### config.mk
export PLATFORM = sky130hd
export DESIGN_NAME = id_ex_stage
export DESIGN_NICKNAME = d
export VERILOG_FILES = /design/src/rtl/id_ex_stage.sv
export SDC_FILE = /design/constraint.sdc
export NUM_CORES = 1
export LEC_CHECK = 0
export ABC_AREA = 1
export CAP_MARGIN = 10
export CORE_AREA = 2 2 167 169
export DETAILED_ROUTE_END_ITERATION = 7
export DIE_AREA = 0 0 169 171
export PLACE_DENSITY_LB_ADDON = 0.2
export SETUP_SLACK_MARGIN = 0.4
export SYNTH_ARGS = -nofsm -noshare
export SYNTH_HDL_FRONTEND = slang
export SYNTH_SLANG_ARGS = --single-unit
export TNS_END_PERCENT = 100
### constraint.sdc
create_clock -name clk -period 2.33 [get_ports clk]
set_input_delay 0.699 -clock clk [delete_from_list [all_inputs] [get_ports clk]]
set_output_delay 0.699 -clock clk [all_outputs]
set_load 0.02 [all_outputs]
### src/rtl/id_ex_stage.sv
// ID/EX pipeline register for a 5-stage MIPS-style core.
// Captures decoded ID-stage fields, inserts bubbles on flush or load-use
// hazards, freezes on hold, and forwards EX operands from EX/MEM and MEM/WB.
module id_ex_stage #(
  parameter logic [31:0] NOP_IR = 32'h00000000,
  parameter bit          FWD_EN = 1'b1
) (
  input  logic        clk,
  input  logic        reset,
  // ID-stage datapath
  input  logic [31:0] id_IR,
  input  logic [31:0] id_RegA,
  input  logic [31:0] id_RegB,
  input  logic [31:0] id_PC_plus_4,
  input  logic [31:0] id_LU_out,
  // ID-stage control
  input  logic        id_ALUSrc1,
  input  logic        id_ALUSrc2,
  input  logic [3:0]  id_ALUOp,
  input  logic        id_MemRead,
  input  logic        id_MemWrite,
  input  logic        id_RegWrite,
  input  logic [1:0]  id_MemtoReg,
  input  logic        id_Branch,
  input  logic [4:0]  id_WriteReg,
  input  logic        id_uses_rt,
  // pipeline control
  input  logic        flush,
  input  logic        hold,
  // forwarding sources
  input  logic        exmem_RegWrite,
  input  logic [4:0]  exmem_WriteReg,
  input  logic [31:0] exmem_ALUout,
  input  logic        memwb_RegWrite,
  input  logic [4:0]  memwb_WriteReg,
  input  logic [31:0] memwb_WriteData,
  // EX-stage outputs
  output logic [31:0] IR,
  output logic [31:0] PC_plus_4,
  output logic [31:0] LU_out,
  output logic        ALUSrc1,
  output logic        ALUSrc2,
  output logic [3:0]  ALUOp,
  output logic        MemRead,
  output logic        MemWrite,
  output logic        RegWrite,
  output logic [1:0]  MemtoReg,
  output logic        Branch,
  output logic [4:0]  WriteReg,
  output logic        valid,
  output logic [31:0] RegA,
  output logic [31:0] RegB,
  output logic        load_use_stall
);

  // Register-file values captured from ID, before forwarding.
  logic [31:0] rega_reg;
  logic [31:0] regb_reg;

  // Load-use hazard: the load sitting in EX writes a register the ID
  // instruction reads. Flush wins (the ID instruction is being discarded),
  // and nothing advances during hold or reset, so no stall is requested then.
  logic rs_hit;
  logic rt_hit;

  assign rs_hit = (WriteReg == id_IR[25:21]);
  assign rt_hit = id_uses_rt && (WriteReg == id_IR[20:16]);

  assign load_use_stall = valid && MemRead && (WriteReg != 5'd0) &&
                          (rs_hit || rt_hit) && !flush && !hold && !reset;

  // Pipeline register: reset and bubbles leave the same empty state
  // (NOP in IR, everything else zero); hold freezes; otherwise load from ID.
  always_ff @(posedge clk) begin
    if (reset || flush || (!hold && load_use_stall)) begin
      IR        <= NOP_IR;
      rega_reg  <= 32'd0;
      regb_reg  <= 32'd0;
      PC_plus_4 <= 32'd0;
      LU_out    <= 32'd0;
      ALUSrc1   <= 1'b0;
      ALUSrc2   <= 1'b0;
      ALUOp     <= 4'd0;
      MemRead   <= 1'b0;
      MemWrite  <= 1'b0;
      RegWrite  <= 1'b0;
      MemtoReg  <= 2'd0;
      Branch    <= 1'b0;
      WriteReg  <= 5'd0;
      valid     <= 1'b0;
    end else if (!hold) begin
      IR        <= id_IR;
      rega_reg  <= id_RegA;
      regb_reg  <= id_RegB;
      PC_plus_4 <= id_PC_plus_4;
      LU_out    <= id_LU_out;
      ALUSrc1   <= id_ALUSrc1;
      ALUSrc2   <= id_ALUSrc2;
      ALUOp     <= id_ALUOp;
      MemRead   <= id_MemRead;
      MemWrite  <= id_MemWrite;
      RegWrite  <= id_RegWrite;
      MemtoReg  <= id_MemtoReg;
      Branch    <= id_Branch;
      WriteReg  <= id_WriteReg;
      valid     <= 1'b1;
    end
  end

  // Operand 0 is rs (feeds RegA), operand 1 is rt (feeds RegB; also the
  // store data, so it is forwarded regardless of ALUSrc2).
  logic [1:0][4:0]  src;
  logic [1:0][31:0] reg_val;
  logic [1:0][31:0] fwd_val;

  assign src[0]     = IR[25:21];
  assign src[1]     = IR[20:16];
  assign reg_val[0] = rega_reg;
  assign reg_val[1] = regb_reg;

  genvar gi;
  generate
    for (gi = 0; gi < 2; gi++) begin : g_fwd
      logic exmem_hit;
      logic memwb_hit;

      assign exmem_hit = exmem_RegWrite && (exmem_WriteReg != 5'd0) &&
                         (exmem_WriteReg == src[gi]);
      assign memwb_hit = memwb_RegWrite && (memwb_WriteReg != 5'd0) &&
                         (memwb_WriteReg == src[gi]);

      // Youngest producer wins: EX/MEM before MEM/WB before register file.
      always_comb begin
        fwd_val[gi] = reg_val[gi];
        if (FWD_EN) begin
          if (exmem_hit) begin
            fwd_val[gi] = exmem_ALUout;
          end else if (memwb_hit) begin
            fwd_val[gi] = memwb_WriteData;
          end
        end
      end
    end
  endgenerate

  assign RegA = fwd_val[0];
  assign RegB = fwd_val[1];

endmodule

Word level (Yosys, flattened, before mapping)
Cells that the tools add are included.

storage, ports and cells
  flip-flop bits (word level) = 178
  latch bits = 0
  RAM bits = 0
  bits in read-only memories = 0
  bits of input ports = 258
  output and inout bits = 179
  logic and storage cells = 48
  memories = 0

cells by class
  $add $sub $neg = 0
  $mul = 0
  div/mod/pow operators = 0
  magnitude comparators = 0
  eq/ne operators = 6
  shift-type cells = 0
  mux-type cells = 4
  bitwise gates (word level) = 0
  reduce and logical (&&, ||, !) cells = 23

operators by type and width
  kind                 number
  $mux W32             4
  $eq A5 B5 Y1         6
  $reduce_bool A5 Y1   3
  $logic_and A1 B1 Y1  14
  $logic_not A1 Y1     3
  $logic_or A1 B1 Y1   3

Longest topological paths before layout
  word-level depth = 9
  gate-level depth with buffers = 11
  mapped depth without buffers = 9

Worst setup path after synthesis
Ideal clock, no wire load.

  kind = in2out
  from = input exmem_WriteReg[0]
  to = output RegB[10]
  arrival = 1.703 ns
  required time = 1.631 ns
  slack = -0.072 ns
  stages = 6
  path buffers = 1
  cells stage by stage = xnor2_1 -> nand2_1 -> nor3_2 -> clkbuf_1 -> nand3_1 -> nand2_1

on the way
  cells in the longest elaborated chain, start to end = 4
  elaborated cells between the ends (all ways) = 5
  those cells by class = 1 x eq/ne; 1 x mux; 3 x reduce/logical

RTL lines
  item                   RTL line  text
  from (decl)            32        input logic [4:0] exmem_WriteReg,
  $reduce_bool A5 Y1     127       assign exmem_hit = exmem_RegWrite && (exmem_WriteReg != 5'd0) &&
  $logic_and A1 B1 Y1    127
  $logic_and A1 B1 Y1 *  127
  $mux W32 *             136       if (exmem_hit) begin
  to (decl)              52        output logic [31:0] RegB,

Mark *: on every way between the ends. The rest lies on a longest branch, timed or not.

Final worst setup path
  from = input memwb_WriteReg[1]
  to = output RegA[25]

on the way
  cells in the longest elaborated chain, start to end = 5
  elaborated cells between the ends (all ways) = 6
  those cells by class = 1 x eq/ne; 2 x mux; 3 x reduce/logical

RTL lines
  item                   RTL line  text
  from (decl)            35        input logic [4:0] memwb_WriteReg,
  $reduce_bool A5 Y1     129       assign memwb_hit = memwb_RegWrite && (memwb_WriteReg != 5'd0) &&
  $logic_and A1 B1 Y1    129
  $logic_and A1 B1 Y1 *  129
  $mux W32 *             138       end else if (memwb_hit) begin
  $mux W32 *             136
  to (decl)              51        output logic [31:0] RegA,

Marks and branches as above.

==> flow_metrics.py <==
metrics = {
    "global_route": {
        "grt_max_degree": 149,
        "grt_pass1_wl_mm": 58.4,
        "grt_pass1_vias": 10300,
        "antenna_found_initial": 4,
        "grt_overflow": 0,
        "groute.usage.overall": 0.265,
    },
    "synth": {
        "synth.net_count": 1394,
        "synth_edf_count": 0,
        "synth-seq-cells": 178,
        "synth_cell_types": 25,
        "yosysSeqAreaShare": 0.370,
        "avgSynthCellArea_um2": 8.48,
        "synth_common_cells": "nand3_1 (199), dfxtp_1 (178), mux2i_1 (172), nand2_1 (159), inv_1 (109)",
        "synthCells": 1136,
        "post-synth-top-area-cell": "dfxtp_1",
        "syn_area_mm2": 0.00963,
        "async_flop_share": 0,
        "synth_warnings": 0,
        "yosysMostFrequentCell": "nand3_1",
        "ys.flop_type": "dfxtp_1",
        "synth_top_area_share": 0.370,
        "ys_top_cells_by_area": "dfxtp_1 (37%), mux2i_1 (18%), nor2_4 (12%)",
    },
    "pwr": {
        "p_seq_frac": 0.380,
        "p_int_mw": 5.78,
        "leakage_nw": 8.21,
        "comb_power_share": 0.272,
        "vdd_drop_max_v": 0.000426,
        "clockPowerShare": 0.348,
        "power.switching_mw": 2.64,
        "swShare": 0.314,
        "p_per_area_mw_per_mm2": 457,
    },
    "layout": {
        "stdcell_count": 2036,
        "num-nets-final": 1931,
        "post_route_cells_drive_above_1_share": 0.418,
        "fin_util": 0.675,
        "area_growth_pct": 91.4,
    },
    "detailed_routing": {
        "drcViolationCount": 0,
        "postRouteAntennaNets": 0,
        "routed_via_density": 4.94,
        "routed_wl_mm": 40.9,
        "via_count": 10100,
        "dr.pass1.iters": 5,
        "avgRoutedWirePerCell_um": 20.1,
        "drt_iter0_markers": 622,
    },
    "timing": {
        "fin_ws_ns": -0.424,
        "post-route-period-util": 1.18,
        "fin_crit_ns": 2.75,
        "fmax_mhz": 363,
        "worst_pin_slew_ns": 1.01,
        "drv_slew": 0,
        "max_slew_margin": 0.329,
        "fin_skew_ns": 0.0202,
        "setup_violations": 64,
        "rsz0062_at_grt": "yes",
        "final_hold_viol_count": 0,
    },
    "clock_tree": {
        "cts_buffer_depth": 2,
        "cts.htree.levels": 4,
        "clk_pin_slew_worst_paths_ns": 0.08,
        "root_buffer": "clkbuf_16",
        "cts_tree": "done",
        "cts.sinks": 178,
        "clock_latency_ns": 0.45,
        "cts_buffers": 17,
    },
    "floorplanning": {
        "dieArea_mm2": 0.0289,
        "fp.coreArea_mm2": 0.0273,
        "die_x_um": 169,
        "die_height_um": 171,
        "rows": 61,
        "pin_count": 437,
        "initial_core_util": 0.352,
    },
    "setup_path": {
        "crit_fanout": 6,
        "worstPathCellList": "buf_6 > inv_2 > nand2_1 > nand2_1 > nand3_2 > nor2_4 > buf_6 > buf_12 > buf_8 > buf_8 > nand3_2 > nand3_2 > nand2_2 > buf_6",
        "critPathKind": "primary input to output port",
        "cp-start-kind": "primary input",
        "worstPathRequired_ns": 1.63,
        "ff2ff_setup_slack_ns": 0.68,
        "cp_slowest_stage_delay_ns": 0.15,
        "crit_slowest_cell": "nor2_4",
        "end_kind": "output port",
        "critPathBufInv": 7,
        "crit_arrival_ns": 2.05,
        "critPathTopFamily": "buffers and inverters",
    },
    "placed_design": {
        "gp_congestion": 0.911,
        "dp.cells": 1922,
        "post-dp-hpwl_mm": 25.5,
        "io_buffer_count": 436,
    },
    "run_status": {
        "violations": "negative setup slack",
        "status": "finished with violations",
    },
    "flow_run": {
        "cap_violations": 0,
    },
    "min_path": {
        "worstHoldPathType": "flop to flop",
    },
}
-- routing by layer --
| metal | part of all wire | wire (um) | vias up | track usage |
|---|---|---|---|---|
| met5 | 0 | 0 | - | 0 |
| met4 | 0.044 | 1810 | 0 | 0.122 |
| met3 | 0.073 | 2970 | 110 | 0.0706 |
| met2 | 0.51 | 20900 | 444 | 0.479 |
| met1 | 0.37 | 15200 | 4772 | 0.290 |
| li1 | - | - | 4737 | - |
-- final cells by class --
class | instances | area, um2
fillers | 2098 | 8890
inverters | 114 | 428
multi-input cells | 768 | 6590
repair buffers | 594 | 6750
clock buffers | 18 | 429
diodes | 4 | 10.0
flip-flops and latches | 178 | 3620
well taps | 346 | 433
clock inverters | 14 | 166
-- worst reg2reg max path: stages (launching register included) --
cell	delay (ns)
dfxtp_4	0.40
inv_2	0.03
nand2_1	0.05
nand2_1	0.05
nor2_1	0.11
nand3_1	0.08
nand2_1	0.08
nand2_2	0.06
buf_4	0.15
nand2_8	0.09
buf_12	0.33
nor2_1	0.10
-- stage by stage --
stage / setup TNS [ns] / instance area, um2 / total power, mW / hold slack [ns] / setup slack (ns)
2_1_floorplan: 0 / 10000 / 4.19 / 0.479 / 0.0544
3_3_place_gp: -99.29 / 15100 / 5.11 / 0.486 / -1.42
3_5_place_dp: -101.67 / 15100 / 5.12 / 0.498 / -1.42
4_1_cts: -22.20 / 17800 / 8.39 / 0.510 / -0.404
5_1_grt: -28.88 / 18400 / 8.76 / 0.536 / -0.522
6_report: -24.38 / 18400 / 8.42 / 0.509 / -0.424
-- cell usage in the layout, fill, tap and decap left out, drive strengths merged, types with 3 or more instances in the layout --
cell,count
inv,119
clkdlybuf4s50,231
clkdlybuf4s15,7
nor3,4
nand2,161
dlygate4sd2,100
dfxtp,178
xnor2,7
clkinv,8
buf,247
nor2,202
xor2,13
diode,4
clkbuf,27
mux2i,172
a21oi,5
o21ai,3
nand3,199
-- worst paths after layout --
path                        end  cells after the start              start
setup / recovery       RegA[25]                     14  memwb_WriteReg[1]
hold / removal            IR[7]                      2              IR[7]
setup reg to reg  PC_plus_4[15]                     11        WriteReg[4]
hold reg to reg           IR[7]                      2              IR[7]
-- cells by family after synthesis --
| kind of cell | count (synthesis) | synth area share |
|---|---|---|
| AOI/OAI and AO/OA | 9 | 0.00481 |
| and+or+nand+nor | 567 | 0.328 |
| buffers and inverters | 190 | 0.0997 |
| xor gates and xnor gates | 20 | 0.0182 |
| DFF | 178 | 0.370 |
| muxes | 172 | 0.179 |
-- power by group through the flow --
stage | sequential [mW] | clock, mW | combinational [mW]
after floorplan | 3.34 | 0 | 0.851
after global placement | 3.27 | 0 | 1.84
after detailed placement | 3.27 | 0 | 1.84
after CTS | 3.20 | 3.00 | 2.20
after global routing | 3.21 | 3.14 | 2.41
final | 3.20 | 2.93 | 2.29
-- timing repair --
action | CTS | global route
hold buffers | 0 | 0
buffers inserted | 40 | 8
endpoints found under the hold margin | 0 | 0
gates cloned | 24 | 6
pin swaps | 139 | 84
endpoints found under the setup margin | 335 | 78
resized for setup | 914 | 119
No activity file was read; power rests on OpenSTA's default activity.
